[src/rtl/i2c_pkg.sv]
// Shared I2C definitions: FSM state encoding, bus widths and ACK levels.
// Also provides the address-match rule used in the address phase.
package i2c_pkg;

  localparam int I2C_ADDR_W = 7;
  localparam int I2C_DATA_W = 8;

  localparam logic I2C_ACK  = 1'b0;
  localparam logic I2C_NACK = 1'b1;

  typedef enum logic [2:0] {
    IDLE,
    ADDR,
    ADDR_ACK,
    RX_DATA,
    RX_ACK,
    TX_DATA,
    TX_ACK,
    IGNORE
  } i2c_tgt_state_e;

  // General call (address 0) never matches, even if own address were 0.
  function automatic logic addr_match(input logic [I2C_DATA_W-1:0] addr_byte,
                                      input logic [I2C_ADDR_W-1:0] own);
    return (addr_byte[7:1] == own) && (addr_byte[7:1] != '0);
  endfunction

endpackage

[src/rtl/i2c_bus_sync_edge.sv]
// SCL/SDA synchronizers with one delay flop for edge and START/STOP detection.
// Events are valid SYNC_STAGES+1 cycles after the pad change (registered by the consumer).
module i2c_bus_sync_edge #(
  parameter int SYNC_STAGES = 2
) (
  input  logic clk,
  input  logic reset,
  input  logic scl_in,
  input  logic sda_in,
  output logic sda,
  output logic scl_rise,
  output logic scl_fall,
  output logic start_det,
  output logic stop_det
);

  logic [SYNC_STAGES-1:0] scl_sync;
  logic [SYNC_STAGES-1:0] sda_sync;
  logic                   scl_d;
  logic                   sda_d;
  logic                   scl;

  // Idle bus is high; resetting to 1 avoids a false edge when reset lifts.
  always_ff @(posedge clk or posedge reset) begin
    if (reset) begin
      scl_sync <= '1;
      sda_sync <= '1;
      scl_d    <= 1'b1;
      sda_d    <= 1'b1;
    end else begin
      scl_sync <= {scl_sync[SYNC_STAGES-2:0], scl_in};
      sda_sync <= {sda_sync[SYNC_STAGES-2:0], sda_in};
      scl_d    <= scl_sync[SYNC_STAGES-1];
      sda_d    <= sda_sync[SYNC_STAGES-1];
    end
  end

  assign scl       = scl_sync[SYNC_STAGES-1];
  assign sda       = sda_sync[SYNC_STAGES-1];
  assign scl_rise  = scl & ~scl_d;
  assign scl_fall  = ~scl & scl_d;
  assign start_det = scl & scl_d & sda_d & ~sda;
  assign stop_det  = scl & scl_d & ~sda_d & sda;

endmodule

[src/rtl/i2c_target_responder.sv]
// Single-address I2C target: 7-bit addressing, byte writes and reads, open-drain SDA.
// Never stretches SCL; received bytes strobe out, transmit bytes are fetched on tx_req.
module i2c_target_responder
  import i2c_pkg::*;
#(
  parameter logic [I2C_ADDR_W-1:0] TARGET_ADDR = 7'b1010101,
  parameter int                    SYNC_STAGES = 2
) (
  input  logic                  clk,
  input  logic                  reset,
  input  logic                  scl_in,
  input  logic                  sda_in,
  output logic                  sda_oe,
  output logic [I2C_DATA_W-1:0] rx_data,
  output logic                  rx_valid,
  input  logic [I2C_DATA_W-1:0] tx_data,
  output logic                  tx_req,
  output logic                  rw_dir,
  output logic                  busy
);

  logic sda, scl_rise, scl_fall, start_det, stop_det;

  i2c_bus_sync_edge #(.SYNC_STAGES(SYNC_STAGES)) u_sync (
    .clk       (clk),
    .reset     (reset),
    .scl_in    (scl_in),
    .sda_in    (sda_in),
    .sda       (sda),
    .scl_rise  (scl_rise),
    .scl_fall  (scl_fall),
    .start_det (start_det),
    .stop_det  (stop_det)
  );

  i2c_tgt_state_e        state, state_nxt;
  logic [2:0]            bit_cnt, bit_cnt_nxt;
  logic [I2C_DATA_W-1:0] shift, shift_nxt, byte_in;
  logic [I2C_DATA_W-1:0] rx_data_nxt;
  logic                  rw_nxt, rx_valid_nxt, sda_oe_nxt, busy_nxt;

  assign byte_in = {shift[I2C_DATA_W-2:0], sda};

  always_ff @(posedge clk or posedge reset) begin
    if (reset) begin
      state    <= IDLE;
      bit_cnt  <= '0;
      shift    <= '0;
      rw_dir   <= 1'b0;
      rx_data  <= '0;
      rx_valid <= 1'b0;
      sda_oe   <= 1'b0;
      busy     <= 1'b0;
    end else begin
      state    <= state_nxt;
      bit_cnt  <= bit_cnt_nxt;
      shift    <= shift_nxt;
      rw_dir   <= rw_nxt;
      rx_data  <= rx_data_nxt;
      rx_valid <= rx_valid_nxt;
      sda_oe   <= sda_oe_nxt;
      busy     <= busy_nxt;
    end
  end

  // In the ACK states sda_oe doubles as the phase flag: low = waiting for the
  // fall that starts our ACK, high = waiting for the fall that ends it.
  always_comb begin
    state_nxt    = state;
    bit_cnt_nxt  = bit_cnt;
    shift_nxt    = shift;
    rw_nxt       = rw_dir;
    rx_data_nxt  = rx_data;
    rx_valid_nxt = 1'b0;
    sda_oe_nxt   = sda_oe;
    busy_nxt     = busy;
    tx_req       = 1'b0;

    if (stop_det) begin
      state_nxt   = IDLE;
      busy_nxt    = 1'b0;
      sda_oe_nxt  = 1'b0;
      bit_cnt_nxt = '0;
    end else if (start_det) begin
      state_nxt   = ADDR;
      busy_nxt    = 1'b1;
      sda_oe_nxt  = 1'b0;
      bit_cnt_nxt = '0;
    end else begin
      case (state)
        ADDR: begin
          if (scl_rise) begin
            shift_nxt   = byte_in;
            bit_cnt_nxt = bit_cnt + 3'd1;
            if (bit_cnt == 3'd7) begin
              if (addr_match(byte_in, TARGET_ADDR)) begin
                state_nxt = ADDR_ACK;
                rw_nxt    = byte_in[0];
              end else begin
                state_nxt = IGNORE;
              end
            end
          end
        end

        ADDR_ACK: begin
          if (scl_fall) begin
            if (!sda_oe) begin
              sda_oe_nxt = 1'b1;
              if (rw_dir) begin
                tx_req    = 1'b1;
                shift_nxt = tx_data;
              end
            end else if (rw_dir) begin
              state_nxt  = TX_DATA;
              sda_oe_nxt = ~shift[I2C_DATA_W-1];
            end else begin
              state_nxt  = RX_DATA;
              sda_oe_nxt = 1'b0;
            end
          end
        end

        RX_DATA: begin
          if (scl_rise) begin
            shift_nxt   = byte_in;
            bit_cnt_nxt = bit_cnt + 3'd1;
            if (bit_cnt == 3'd7) begin
              rx_data_nxt  = byte_in;
              rx_valid_nxt = 1'b1;
              state_nxt    = RX_ACK;
            end
          end
        end

        RX_ACK: begin
          if (scl_fall) begin
            if (!sda_oe) begin
              sda_oe_nxt = 1'b1;
            end else begin
              sda_oe_nxt = 1'b0;
              state_nxt  = RX_DATA;
            end
          end
        end

        // MSB is already on the bus at entry; each fall advances one bit.
        TX_DATA: begin
          if (scl_fall) begin
            bit_cnt_nxt = bit_cnt + 3'd1;
            if (bit_cnt == 3'd7) begin
              sda_oe_nxt = 1'b0;
              state_nxt  = TX_ACK;
            end else begin
              shift_nxt  = {shift[I2C_DATA_W-2:0], 1'b0};
              sda_oe_nxt = ~shift[I2C_DATA_W-2];
            end
          end
        end

        TX_ACK: begin
          if (scl_rise && sda == I2C_NACK) begin
            state_nxt  = IGNORE;
            sda_oe_nxt = 1'b0;
          end else if (scl_fall) begin
            tx_req      = 1'b1;
            shift_nxt   = tx_data;
            sda_oe_nxt  = ~tx_data[I2C_DATA_W-1];
            bit_cnt_nxt = '0;
            state_nxt   = TX_DATA;
          end
        end

        IGNORE: sda_oe_nxt = 1'b0;

        default: ;
      endcase
    end
  end

endmodule

[config.mk]
export PLATFORM = sky130hd
export DESIGN_NAME = i2c_target_responder
export DESIGN_NICKNAME = d
export VERILOG_FILES = /design/src/rtl/i2c_pkg.sv /design/src/rtl/i2c_bus_sync_edge.sv /design/src/rtl/i2c_target_responder.sv
export SDC_FILE = /design/constraint.sdc
export NUM_CORES = 1
export LEC_CHECK = 0
export ABC_AREA = 1
export CAP_MARGIN = 10
export CORE_ASPECT_RATIO = 1.1
export CORE_MARGIN = 3
export CORE_UTILIZATION = 58
export DETAILED_ROUTE_END_ITERATION = 16
export PLACE_DENSITY = 0.84
export SLEW_MARGIN = 0
export SYNTH_ARGS = -nofsm -noshare
export SYNTH_HDL_FRONTEND = slang
export SYNTH_SLANG_ARGS = --single-unit
[constraint.sdc]
create_clock -name clk -period 3 [get_ports clk]
set_clock_uncertainty 0.2 [all_clocks]
set_input_delay 0.3 -clock clk [delete_from_list [all_inputs] [get_ports clk]]
set_output_delay 0.3 -clock clk [all_outputs]
set_load 0.005 [all_outputs]
==> results.py <==
metrics = {
    "synthesis": {
        "yosys-top-cells-area": "dfrtp_1, nand2_1, dfstp_2",
        "ys_types": 29,
        "ys_seq_area_share_pct": 45.8,
        "syn_area_per_cell_um2": 7.87,
        "synthFlopType": "dfrtp_1",
        "syn_inst": 224,
        "syn_area_um2": 1760,
        "synth_top_area_cell": "dfrtp_1",
        "yosysWarningCount": 0,
        "yosysTopAreaCellShare_pct": 36.9,
        "synth_seq_cells": 32,
        "synth_edf_count": 0,
        "async_flop_share_pct": 100,
        "syn-num-nets": 238,
    },
    "layout": {
        "num_antenna_cells": 0,
        "drive_above_1_share_pct": 18.6,
        "fin_util_pct": 73.5,
        "fillers": 235,
        "layout_common_cells": "nand2_1, dfrtp_1, clkdlybuf4s50_1",
        "final_common_cell": "nand2_1",
        "nNetsFinal": 266,
        "synthToLayoutAreaGrowth_pct": 18.0,
        "finalInstanceArea_um2": 2080,
    },
    "floorplanning": {
        "start_util_pct": 62.3,
        "die_h_um": 63.8,
        "dieArea_um2": 3740,
        "row_count": 20,
        "coreArea_um2": 2830,
        "ioPinCount": 25,
        "die-width_um": 58.6,
    },
    "worst_setup_path": {
        "slowest_stage": "dfrtp_1",
        "crit_path_cell_trace": "inv_2 -> a211oi_1 -> clkdlybuf4s50_1",
        "cp.buffers_inverters": 2,
        "cp.required_ps": 2500,
        "crit_family": "buffers and inverters",
        "startpoint": "state[2]$_DFFE_PP0P_",
        "crit_type": "reg2out",
        "crit_fanout": 10,
        "setup.worst_path.start_class": "flip-flop",
        "cp-end-kind": "primary output",
        "arrival_ps": 1900,
        "r2r-start": "state[2]$_DFFE_PP0P_",
        "critPathMaxStageDelay_ps": 620,
    },
    "clock_network": {
        "clk_pin_slew_worst_paths_ps": 110,
        "cts-root-buf": "clkbuf_4",
        "clk_latency_ps": 340,
        "ctsResizeCount": 0,
        "cts.sinks": 32,
        "post_cts_buffers": 0,
        "cts.htree.levels": 2,
        "cts_tree": "yes",
        "cts_inserted_buffers": 5,
        "cts_buffer_depth": 2,
        "cts_hold_buf": 0,
    },
    "sta": {
        "tightestPinTransition_ps": 435,
        "tns_ps": 0,
        "holdWs_ps": 125,
        "post-route-period-util_pct": 80.0,
        "finalHoldViolations": 0,
        "min_period_ps": 2400,
        "clock.fmax_mhz": 416,
        "setup_viol": 0,
        "drv_slew": 0,
        "slew-limit-headroom_pct": 71.0,
        "rsz0062_at_grt": "no",
    },
    "grt": {
        "grt_pass1_vias": 1479,
        "grt_pass1_wl_mm": 6.77,
        "globalRouteOverflowTotal": 0,
        "grt_max_degree": 33,
        "grt_use_total_pct": 23.7,
        "grt_antenna_before_repair": 0,
    },
    "min_path": {
        "hold_class": "in2async",
    },
    "detailed_routing": {
        "ant_nets": 0,
        "drc_errors": 0,
        "vias_per_cell": 5.28,
        "finalWirelength_mm": 3.90,
        "drtPass1Iterations": 4,
        "drtIter0Drc": 92,
        "vias": 1511,
        "wire_per_inst_um": 13.7,
    },
    "place": {
        "port_buffers": 24,
        "place_hpwl_mm": 2.87,
        "place_congestion": 0.946,
        "dpl_cell_area_um2": 2020,
    },
    "run_status": {
        "status": "completed",
    },
    "power_and_ir_drop": {
        "power_density_nw_per_um2": 984,
        "ir_drop_uv": 739,
        "leakagePower_nw": 1.09,
    },
    "run": {
        "maxCapViolCount": 0,
    },
}
-- cells by family (layout without fill, tap and decap cells) --
logic type,count (synthesis),after routing,share of synthesized area [%]
buffers and inverters,33,62,8.30
flip-flops,32,32,45.8
adder cells (fa/ha/maj),2,2,1.42
multiplexers,4,4,2.27
AO/OA/AOI/OAI,27,27,9.72
AND/OR/NAND/NOR,126,126,32.4
-- layout make-up --
| class | count | area, um^2 | area share (%) |
|---|---|---|---|
| sequential | 32 | 808 | 38.9 |
| multi-input combinational | 159 | 808 | 38.9 |
| timing repair buffer | 25 | 248 | 11.9 |
| inverter | 29 | 111 | 5.36 |
| clock buffer | 7 | 55.1 | 2.65 |
| tap | 33 | 41.3 | 1.99 |
| clock inverter | 1 | 7.51 | 0.361 |
-- final timing paths --
kind / cells past startpoint / to / slack, ps
setup / recovery: 3 / tx_req / 600
hold / removal: 3 / rx_data[4]$_DFFE_PP0P_ / 120
setup reg to reg: 9 / bit_cnt[2]$_DFFE_PP0P_ / 1030
hold reg to reg: 0 / u_sync.scl_sync[1]$_DFF_PP1_ / 150
max in group asynchronous: 3 / u_sync.sda_sync[1]$_DFF_PP1_ / 2140
min in group clk: 0 / u_sync.scl_sync[1]$_DFF_PP1_ / 150
-- synthesized netlist by cell type, types with 4 or more instances --
cell      n
nor2_1   16
inv_1    18
nand2_1  74
o21ai_2   7
dfrtp_1  26
mux2i_1   4
nand2_2   5
o21ai_0   7
inv_2    10
o21ai_1   5
nand3_1  20
dfstp_2   6
-- metrics by stage --
stage | worst slack (ps) | std cells | power, mW
CTS | 611 | 286 | 2.05
global placement | 1020 | 278 | 1.76
finish | 599 | 286 | 2.05
global route | 500 | 286 | 2.24
detailed placement | 1020 | 278 | 1.77
floorplan | 1300 | 224 | 1.57
-- sequential cells by signal, summed over array words and instances (netlist names), 2 cells and up --
| signal | count |
|---|---|
| rx_data | 8 |
| shift | 8 |
| bit_cnt | 3 |
| state | 3 |
| u_sync.scl_sync | 2 |
| u_sync.sda_sync | 2 |
-- power breakdown --
group	internal [mW]	leakage (nW)	total (mW)	switching (mW)
logic	0.395	0.659	1.09	0.696
registers	0.552	0.399	0.689	0.137
clock network	0.115	0.0315	0.267	0.153
-- layer usage --
layer / global-route usage (%) / up-vias / wire length (um) / share of wire [%]
li1: - / 768 / - / -
met1: 34.1 / 690 / 1770 / 45
met2: 35.8 / 47 / 1860 / 48
met3: 5.45 / 6 / 236 / 6.0
met4: 6.09 / 0 / 40 / 1.0
met5: 0 / - / 0 / 0
-- worst min-delay path, stage by stage --
cell and delay [ps]:
clkdlybuf4s50_1 390, inv_1 50, buf_4 350
(Power assumes the default switching activity.)
